===== src/rtl/fetch_ctrl_if.sv =====
// Handshake bundle between the EX_WB/decode side and the fetch sequencer.
// The sequencer takes the slave view; whoever drives hazard inputs takes master.
interface fetch_ctrl_if #(
   parameter int CNT_W = 16
);
   logic             redirect_valid;
   logic [31:0]      redirect_pc;
   logic [4:0]       id_rs;
   logic [4:0]       id_rt;
   logic             id_uses_rt;
   logic [4:0]       ex_rd;
   logic             ex_is_load;
   logic             mc_start;
   logic             pc_we;
   logic             pc_load;
   logic [31:0]      pc_target;
   logic             if_id_we;
   logic             if_id_flush;
   logic             id_ex_bubble;
   logic             busy;
   logic [CNT_W-1:0] stall_count;
   logic             err;

   modport master (
      output redirect_valid, redirect_pc, id_rs, id_rt, id_uses_rt,
             ex_rd, ex_is_load, mc_start,
      input  pc_we, pc_load, pc_target, if_id_we, if_id_flush,
             id_ex_bubble, busy, stall_count, err
   );

   modport slave (
      input  redirect_valid, redirect_pc, id_rs, id_rt, id_uses_rt,
             ex_rd, ex_is_load, mc_start,
      output pc_we, pc_load, pc_target, if_id_we, if_id_flush,
             id_ex_bubble, busy, stall_count, err
   );
endinterface


===== src/rtl/fetch_ctrl.sv =====
// Fetch-stage / IF_ID sequencer: branch redirect flush, load-use stalls and
// multi-cycle EX stalls. Outputs are combinational from state and inputs.
module fetch_ctrl #(
   parameter int FLUSH_CYC = 1,
   parameter int MC_LAT    = 4,
   parameter int CNT_W     = 16
) (
   input  logic          clock,
   input  logic          reset,
   fetch_ctrl_if.slave   bus
);

   localparam int CNT_MAX = (MC_LAT > FLUSH_CYC) ? MC_LAT : FLUSH_CYC;
   localparam int CW      = (CNT_MAX < 2) ? 1 : $clog2(CNT_MAX);
   localparam logic [CW-1:0] FLUSH_RLD = CW'((FLUSH_CYC > 1) ? FLUSH_CYC - 2 : 0);
   localparam logic [CW-1:0] MC_RLD    = CW'(MC_LAT - 1);

   typedef enum logic [1:0] {
      RUN,
      FLUSH,
      STALL_MC
   } state_t;

   state_t           state_q, state_d;
   logic [CW-1:0]    cnt_q, cnt_d;
   logic [CNT_W-1:0] stall_count_q, stall_count_d;
   logic             err_q, err_d;

   logic pc_we, pc_load, if_id_we, if_id_flush, id_ex_bubble, lu;

   assign lu = bus.ex_is_load && (bus.ex_rd != 5'd0) &&
               ((bus.ex_rd == bus.id_rs) || (bus.id_uses_rt && (bus.ex_rd == bus.id_rt)));

   always_comb begin
      state_d      = state_q;
      cnt_d        = cnt_q;
      err_d        = err_q;
      pc_we        = 1'b0;
      pc_load      = 1'b0;
      if_id_we     = 1'b0;
      if_id_flush  = 1'b0;
      id_ex_bubble = 1'b0;

      if (reset) begin
         if_id_flush  = 1'b1;
         id_ex_bubble = 1'b1;
      end else begin
         unique case (state_q)
            RUN: begin
               if (bus.redirect_valid) begin
                  pc_we        = 1'b1;
                  pc_load      = 1'b1;
                  if_id_flush  = 1'b1;
                  id_ex_bubble = 1'b1;
                  if (FLUSH_CYC > 1) begin
                     state_d = FLUSH;
                     cnt_d   = FLUSH_RLD;
                  end
               end else if (bus.mc_start) begin
                  id_ex_bubble = 1'b1;
                  state_d      = STALL_MC;
                  cnt_d        = MC_RLD;
               end else if (lu) begin
                  id_ex_bubble = 1'b1;
               end else begin
                  pc_we    = 1'b1;
                  if_id_we = 1'b1;
               end
            end
            FLUSH: begin
               pc_we        = 1'b1;
               if_id_flush  = 1'b1;
               id_ex_bubble = 1'b1;
               if (bus.redirect_valid) begin
                  pc_load = 1'b1;
                  cnt_d   = FLUSH_RLD;
               end else if (cnt_q == '0) begin
                  state_d = RUN;
               end else begin
                  cnt_d = cnt_q - 1'b1;
               end
            end
            STALL_MC: begin
               id_ex_bubble = 1'b1;
               // Redirect/mc_start here cannot be honoured; flag and keep stalling.
               if (bus.redirect_valid || bus.mc_start) err_d = 1'b1;
               if (cnt_q == '0) state_d = RUN;
               else             cnt_d   = cnt_q - 1'b1;
            end
            default: state_d = RUN;
         endcase
      end

      stall_count_d = stall_count_q;
      if (!reset && !pc_we && (stall_count_q != '1))
         stall_count_d = stall_count_q + 1'b1;
   end

   always_ff @(posedge clock or posedge reset) begin
      if (reset) begin
         state_q       <= RUN;
         cnt_q         <= '0;
         stall_count_q <= '0;
         err_q         <= 1'b0;
      end else begin
         state_q       <= state_d;
         cnt_q         <= cnt_d;
         stall_count_q <= stall_count_d;
         err_q         <= err_d;
      end
   end

   assign bus.pc_we        = pc_we;
   assign bus.pc_load      = pc_load;
   assign bus.pc_target    = bus.redirect_pc;
   assign bus.if_id_we     = if_id_we;
   assign bus.if_id_flush  = if_id_flush;
   assign bus.id_ex_bubble = id_ex_bubble;
   assign bus.busy         = (state_q != RUN);
   assign bus.stall_count  = stall_count_q;
   assign bus.err          = err_q;

endmodule


===== src/flat_wrapper.sv =====
// flat-port wrapper written by rule: the top's interface ports become plain ports
module fetch_ctrl_flat 
#(
   parameter int FLUSH_CYC = 1,
   parameter int MC_LAT    = 4,
   parameter int CNT_W     = 16
)
  (clock, reset, bus_redirect_valid, bus_redirect_pc, bus_id_rs, bus_id_rt, bus_id_uses_rt, bus_ex_rd, bus_ex_is_load, bus_mc_start, bus_pc_we, bus_pc_load, bus_pc_target, bus_if_id_we, bus_if_id_flush, bus_id_ex_bubble, bus_busy, bus_stall_count, bus_err);
  fetch_ctrl_if #(.CNT_W(CNT_W)) bus_i ();
  input  logic clock;
  input  logic reset;
  input wire logic [$bits(bus_i.redirect_valid)-1:0] bus_redirect_valid;
  input wire logic [$bits(bus_i.redirect_pc)-1:0] bus_redirect_pc;
  input wire logic [$bits(bus_i.id_rs)-1:0] bus_id_rs;
  input wire logic [$bits(bus_i.id_rt)-1:0] bus_id_rt;
  input wire logic [$bits(bus_i.id_uses_rt)-1:0] bus_id_uses_rt;
  input wire logic [$bits(bus_i.ex_rd)-1:0] bus_ex_rd;
  input wire logic [$bits(bus_i.ex_is_load)-1:0] bus_ex_is_load;
  input wire logic [$bits(bus_i.mc_start)-1:0] bus_mc_start;
  output wire logic [$bits(bus_i.pc_we)-1:0] bus_pc_we;
  output wire logic [$bits(bus_i.pc_load)-1:0] bus_pc_load;
  output wire logic [$bits(bus_i.pc_target)-1:0] bus_pc_target;
  output wire logic [$bits(bus_i.if_id_we)-1:0] bus_if_id_we;
  output wire logic [$bits(bus_i.if_id_flush)-1:0] bus_if_id_flush;
  output wire logic [$bits(bus_i.id_ex_bubble)-1:0] bus_id_ex_bubble;
  output wire logic [$bits(bus_i.busy)-1:0] bus_busy;
  output wire logic [$bits(bus_i.stall_count)-1:0] bus_stall_count;
  output wire logic [$bits(bus_i.err)-1:0] bus_err;
  assign bus_i.redirect_valid = bus_redirect_valid;
  assign bus_i.redirect_pc = bus_redirect_pc;
  assign bus_i.id_rs = bus_id_rs;
  assign bus_i.id_rt = bus_id_rt;
  assign bus_i.id_uses_rt = bus_id_uses_rt;
  assign bus_i.ex_rd = bus_ex_rd;
  assign bus_i.ex_is_load = bus_ex_is_load;
  assign bus_i.mc_start = bus_mc_start;
  assign bus_pc_we = bus_i.pc_we;
  assign bus_pc_load = bus_i.pc_load;
  assign bus_pc_target = bus_i.pc_target;
  assign bus_if_id_we = bus_i.if_id_we;
  assign bus_if_id_flush = bus_i.if_id_flush;
  assign bus_id_ex_bubble = bus_i.id_ex_bubble;
  assign bus_busy = bus_i.busy;
  assign bus_stall_count = bus_i.stall_count;
  assign bus_err = bus_i.err;
  fetch_ctrl #(.FLUSH_CYC(FLUSH_CYC), .MC_LAT(MC_LAT), .CNT_W(CNT_W)) u_core (.clock(clock), .reset(reset), .bus(bus_i));
endmodule

===== config.mk =====
export PLATFORM = sky130hd
export DESIGN_NAME = fetch_ctrl_flat
export DESIGN_NICKNAME = d
export VERILOG_FILES = /design/src/rtl/fetch_ctrl_if.sv /design/src/rtl/fetch_ctrl.sv /design/src/flat_wrapper.sv
export SDC_FILE = /design/constraint.sdc
export NUM_CORES = 1
export LEC_CHECK = 0
export ABC_AREA = 1
export CORE_MARGIN = 4
export CORE_UTILIZATION = 26
export CTS_CLUSTER_DIAMETER = 50
export DETAILED_ROUTE_END_ITERATION = 12
export GPL_ROUTABILITY_DRIVEN = 0
export HOLD_SLACK_MARGIN = 0.12
export PLACE_DENSITY = 0.66
export SETUP_SLACK_MARGIN = 0.3
export SYNTH_ARGS = -nofsm -noshare
export SYNTH_HDL_FRONTEND = slang
export SYNTH_SLANG_ARGS = --single-unit

===== constraint.sdc =====
create_clock -name clock -period 5.41 [get_ports clock]
set_clock_uncertainty 0.15 [all_clocks]
set_input_delay 0.541 -clock clock [delete_from_list [all_inputs] [get_ports clock]]
set_output_delay 0.541 -clock clock [all_outputs]
set_load 0.02 [all_outputs]

# == After elaboration in Yosys (flattened, before gate mapping) ==
# Index checks and enable logic that the tools add are counted.
# classes
addsub,2
eq_ne,8
muxes,28
n_bitwise,1
n_reduce_logical,19
# op_table
operator,n
"16-bit by 1-bit adder with 16-bit output, second input constant",1
2-bit 2-to-1 mux,8
"16-bit inequality test, second input constant",1
1-bit 2-to-1 mux,15
2-bit one-hot mux with 3 select lines,2
5-bit equality test,2
4-bit AND reduction,2
"2-bit inequality test, second input constant",3
1-bit one-hot mux with 2 select lines,3
1-bit logical AND,5
5-bit nonzero test,1
2-bit logical NOT,2
2-bit OR reduction,2
3-bit AND reduction,1
3-bit nonzero test,1
"2-bit by 1-bit equality test with 1-bit output, second input constant",1
"2-bit equality test, second input constant",1
1-bit logical NOT,2
1-bit logical OR,2
2-bit nonzero test,1
"2-bit by 1-bit subtractor with 2-bit output, second input constant",1
1-bit inverter,1
# totals
reg_bits,21
in_bits,53
output_inout_bits,55
wordCells,62

# == Logic depth before layout (Yosys ltp) ==
# logic_depth
word_depth,12
mapped_depth,12

# == Worst setup path after synthesis ==
# Ideal clock, no wire load.
# synth_timing
path_kind,input to output
startpoint,in bus_ex_rd[0]
endpoint,out bus_pc_we
arrival_time_ps,1616
required_ps,4719
setup_slack_ps,3103
cell_stages,8
cell_sequence,inv_1 -> nand4_1 -> o21ai_0 -> inv_1 -> nand2_1 -> nand2_2 -> buf_2 -> a21oi_1
# synth_via
elab_chain_len,9
word_cells_on_any_way,12
# synth_lines
element,line,text
start: declaration,flat_wrapper.sv:17,input wire logic [$bits(bus_i.ex_rd)-1:0] bus_ex_rd;
5-bit equality test,fetch_ctrl.sv:32,((bus.ex_rd == bus.id_rs) || (bus.id_uses_rt && (bus.ex_rd == bus.id_rt)));
1-bit logical AND,fetch_ctrl.sv:32,
1-bit logical OR,fetch_ctrl.sv:32,
1-bit logical AND (*),fetch_ctrl.sv:31,assign lu = bus.ex_is_load && (bus.ex_rd != 5'd0) &&
1-bit 2-to-1 mux (*),fetch_ctrl.sv:63,end else if (lu) begin
1-bit 2-to-1 mux (*),fetch_ctrl.sv:59,end else if (bus.mc_start) begin
1-bit 2-to-1 mux (*),fetch_ctrl.sv:50,if (bus.redirect_valid) begin
1-bit one-hot mux with 2 select lines (*),fetch_ctrl.sv:48,unique case (state_q)
1-bit 2-to-1 mux (*),fetch_ctrl.sv:44,if (reset) begin
end: declaration,flat_wrapper.sv:20,output wire logic [$bits(bus_i.pc_we)-1:0] bus_pc_we;
# Every way passes the cells marked *; elsewhere a longest branch is shown, timed or not.

# == Worst setup path in the final report ==
# Same ends and word-level chain as after synthesis.

==> results.rst <==
.. list-table::
   :header-rows: 1

   * - Metric
     - Value
   * - Critical path class
     - input port to output port
   * - Type of element capturing the critical path
     - output port
   * - DR vias/cell
     - around 4.4
   * - Static leakage power
     - 0.00102 uW
   * - Type of the worst min-delay path
     - flop to flop
   * - Critical R2R Launch
     - u_core.bus.stall_count[0]
   * - Drt first pass iters
     - 6
   * - Total Die Area
     - 0.00802 sq mm
   * - Final setup TNS
     - 0 ns
   * - Sequential cell area in the final layout
     - 500 sq um
   * - Maximum level of the CTS H-tree
     - 1
   * - Number of warnings reported in the yosys synthesis log
     - 0
   * - Final number of hold-violating endpoints
     - 0
   * - Congestion Overflow GR
     - 0
   * - Multi-input combinational cell area
     - between 800 and 900 sq um
   * - X dimension of the die
     - approximately 90 um
   * - Post-layout worst setup margin
     - roughly 2.1 ns
   * - Worst hold stages
     - 1
   * - Final non-filler cell area
     - 0.00206 sq mm
   * - Count of input and output buffers
     - 43
   * - Syn_area_per_cell
     - a little under 7 sq um
   * - Standard-cell rows
     - 29
   * - Fillers
     - just under 700
   * - Period utilization
     - 0.604
   * - FF-to-FF setup slack
     - roughly 3.2 ns
   * - Final Max Slew Viols
     - 0
   * - Worst slew margin relative to its limit
     - 0.437
   * - Vertical extent of the die
     - 89.6 um
   * - End of the worst register-to-register path
     - u_core.bus.stall_count[14]
   * - Hold Buf Count CTS
     - 0
   * - TritonCTS clock tree
     - done
   * - Global-route wire length before repair
     - 6420 um
   * - Worst hold slack
     - roughly 0.33 ns
   * - Power density over cell area
     - between 200 and 300 mW/mm^2
   * - Number of buffers between clock root and the deepest sink
     - 2
   * - Number of nets in the synthesized netlist
     - between 300 and 400
   * - Final ANT Viol Nets
     - 0
   * - Clock sink total
     - 20
   * - Count of pins on the block boundary
     - 108
   * - Largest net degree at the start of global routing
     - 24
   * - Post-placement cell area
     - a little under 0.002 sq mm
   * - Leading cell type in the layout, fill and taps excluded
     - sky130_fd_sc_hd__nand2_1
   * - Final wirelength
     - 3900 um
   * - DR WL/cell
     - 11.4 um
   * - Initial DRC count
     - 92
   * - Utilization after layout
     - 0.323
   * - Highest achievable clock rate
     - 0.306 GHz
   * - Fraction of layout instances using a drive strength above 1
     - 0.0414
   * - Count of different cell masters after synthesis
     - 25
   * - Area Overhead vs Synth
     - 19.2%
   * - CTS Root Buffer Type
     - sky130_fd_sc_hd__clkbuf_8
   * - Reg2reg path depth
     - 7
   * - TritonCTS buffer count
     - 3
   * - Vias in the first global route
     - about 1400
   * - Nature of the critical path startpoint
     - input port
   * - Transition time at the pin with the least slew margin
     - 0.844 ns
   * - Launch instance of the worst min-delay path
     - u_core.bus.err
   * - Number of vias after detailed routing
     - 1513
   * - Post-Syn Instances
     - 255
   * - Status
     - complete, no violations
   * - Worst skew pair latency
     - 0.27 ns
   * - # setup viols final
     - 0
   * - Flip-flop and latch count after synthesis
     - 20
   * - Post-placement setup slack
     - 2.12 ns
   * - Ant diodes
     - 0
   * - Hpwl dp
     - 3030 um
   * - Drc violations
     - 0
   * - Gr usage total
     - 0.102
   * - Initial core utilization
     - 0.271
   * - Area inside the core boundary
     - between 0.006 and 0.007 sq mm
   * - Fin nets
     - around 320
   * - Max capacitance violation total
     - 0
   * - Post-Synthesis Cell Area
     - 0.00173 sq mm
   * - Final period demand of the worst path
     - between 3 and 4 ns
   * - Arrival time reported for the critical path endpoint
     - 2.58 ns
   * - Commonest cells after routing, fill and taps aside
     - sky130_fd_sc_hd__nand2_1 (85), sky130_fd_sc_hd__clkdlybuf4s50_1 (43), sky130_fd_sc_hd__inv_1 (30), sky130_fd_sc_hd__nor2_1 (20), sky130_fd_sc_hd__dfrtp_1 (20)
   * - Clock-pin slew of the registers on the worst-case setup and hold paths
     - 0.07 ns
   * - Worst hold path endpoint
     - u_core.bus.err
   * - CP required
     - 4.72 ns
   * - RSZ-0062 raised after global routing
     - false
   * - Antenna violations before repair
     - 0
   * - Worst-path fanout max
     - 19
   * - Post-CTS Setup Inserts
     - 0
   * - # resized after CTS
     - 0
   * - Max IR drop VDD
     - between 0.0002 and 0.00025 V
   * - Register area share after synthesis
     - 0.289
==> final cells by class <==
class | instances | area share
multi-input cells | 167 | 0.409
clock buffers | 3 | 0.0200
well taps | 77 | 0.0468
clock inverters | 1 | 0.0146
repair buffers | 43 | 0.209
inverters | 32 | 0.0583
flip-flops and latches | 20 | 0.243
==> power by group <==
group	total (uW)	leakage, uW	switching, uW	internal, uW
Sequential	215	0.000260	37.0	178
Combinational	240	0.000728	138	101
Clock	151	0.0000357	52.5	98.9
==> registers in the layout, indices dropped and copies added, names as in the netlist <==
signal,flops
u_core.bus.stall_count,16
u_core.cnt_q,2
u_core.bus.err,1
u_core.state_q,1
==> cell usage after synthesis <==
| cell type | number | area share |
|---|---|---|
| sky130_fd_sc_hd__nor3_1 | 4 | 0.012 |
| sky130_fd_sc_hd__nand3_1 | 10 | 0.029 |
| sky130_fd_sc_hd__buf_4 | 32 | 0.14 |
| sky130_fd_sc_hd__nand4_4 | 1 | 0.012 |
| sky130_fd_sc_hd__xor2_1 | 9 | 0.046 |
| sky130_fd_sc_hd__buf_6 | 1 | 0.0065 |
| sky130_fd_sc_hd__inv_1 | 30 | 0.065 |
| sky130_fd_sc_hd__nand2_1 | 85 | 0.18 |
| sky130_fd_sc_hd__buf_2 | 3 | 0.0087 |
| sky130_fd_sc_hd__nor3_4 | 2 | 0.019 |
| sky130_fd_sc_hd__xnor2_1 | 3 | 0.015 |
| sky130_fd_sc_hd__o21bai_1 | 1 | 0.0043 |
| sky130_fd_sc_hd__o31ai_1 | 1 | 0.0043 |
| sky130_fd_sc_hd__nor4_1 | 1 | 0.0036 |
| sky130_fd_sc_hd__ha_1 | 2 | 0.014 |
| sky130_fd_sc_hd__dfrtp_1 | 20 | 0.29 |
| sky130_fd_sc_hd__nand4_1 | 19 | 0.069 |
| sky130_fd_sc_hd__a21oi_1 | 1 | 0.0029 |
| sky130_fd_sc_hd__o21ai_0 | 4 | 0.012 |
| sky130_fd_sc_hd__nor2_1 | 20 | 0.043 |
| sky130_fd_sc_hd__a31oi_1 | 1 | 0.0036 |
| sky130_fd_sc_hd__nand2_2 | 2 | 0.0072 |
| sky130_fd_sc_hd__clkinv_1 | 1 | 0.0022 |
| sky130_fd_sc_hd__nand3_2 | 1 | 0.0058 |
| sky130_fd_sc_hd__inv_2 | 1 | 0.0022 |
==> worst max-delay path by stage <==
stage | start | endpoint | slack, ns | cells after the start
floorplan | bus_ex_rd[0] | bus_pc_we | 3.10 | 8
global placement | bus_ex_rd[0] | bus_pc_we | 2.19 | 9
detailed placement | bus_ex_rd[0] | bus_pc_we | 2.12 | 9
CTS | bus_ex_rd[0] | bus_pc_we | 2.12 | 9
global route | bus_ex_rd[0] | bus_pc_we | 1.90 | 9
finish | bus_ex_rd[0] | bus_pc_we | 2.14 | 9
==> critical path: stages <==
cell and delay, ns:
sky130_fd_sc_hd__clkdlybuf4s50_1 0.44, sky130_fd_sc_hd__inv_1 0.14, sky130_fd_sc_hd__nand4_1 0.10, sky130_fd_sc_hd__o21ai_0 0.17
sky130_fd_sc_hd__inv_1 0.05, sky130_fd_sc_hd__nand2_1 0.09, sky130_fd_sc_hd__nand2_2 0.22, sky130_fd_sc_hd__a21oi_1 0.20
sky130_fd_sc_hd__clkdlybuf4s50_1 0.63
==> per-layer routing <==
layer,global-route usage,wire length [um]
met5,0,0
met1,0.130,1720
met4,0.0284,56
met3,0.0341,273
met2,0.166,1850
==> stage by stage <==
step	cells	total power [uW]
2_1_floorplan	255	395
3_5_place_dp	339	459
6_report	343	605
3_3_place_gp	339	455
4_1_cts	343	613
5_1_grt	343	648
==> cells by family after synthesis <==
| logic type | share of synthesized area |
|---|---|
| compound gates | 0.0268 |
| xor+xnor | 0.0608 |
| fa+ha+maj | 0.0145 |
| buf+inv | 0.224 |
| flops | 0.289 |
| simple gates | 0.385 |
(Power assumes the default switching activity.)
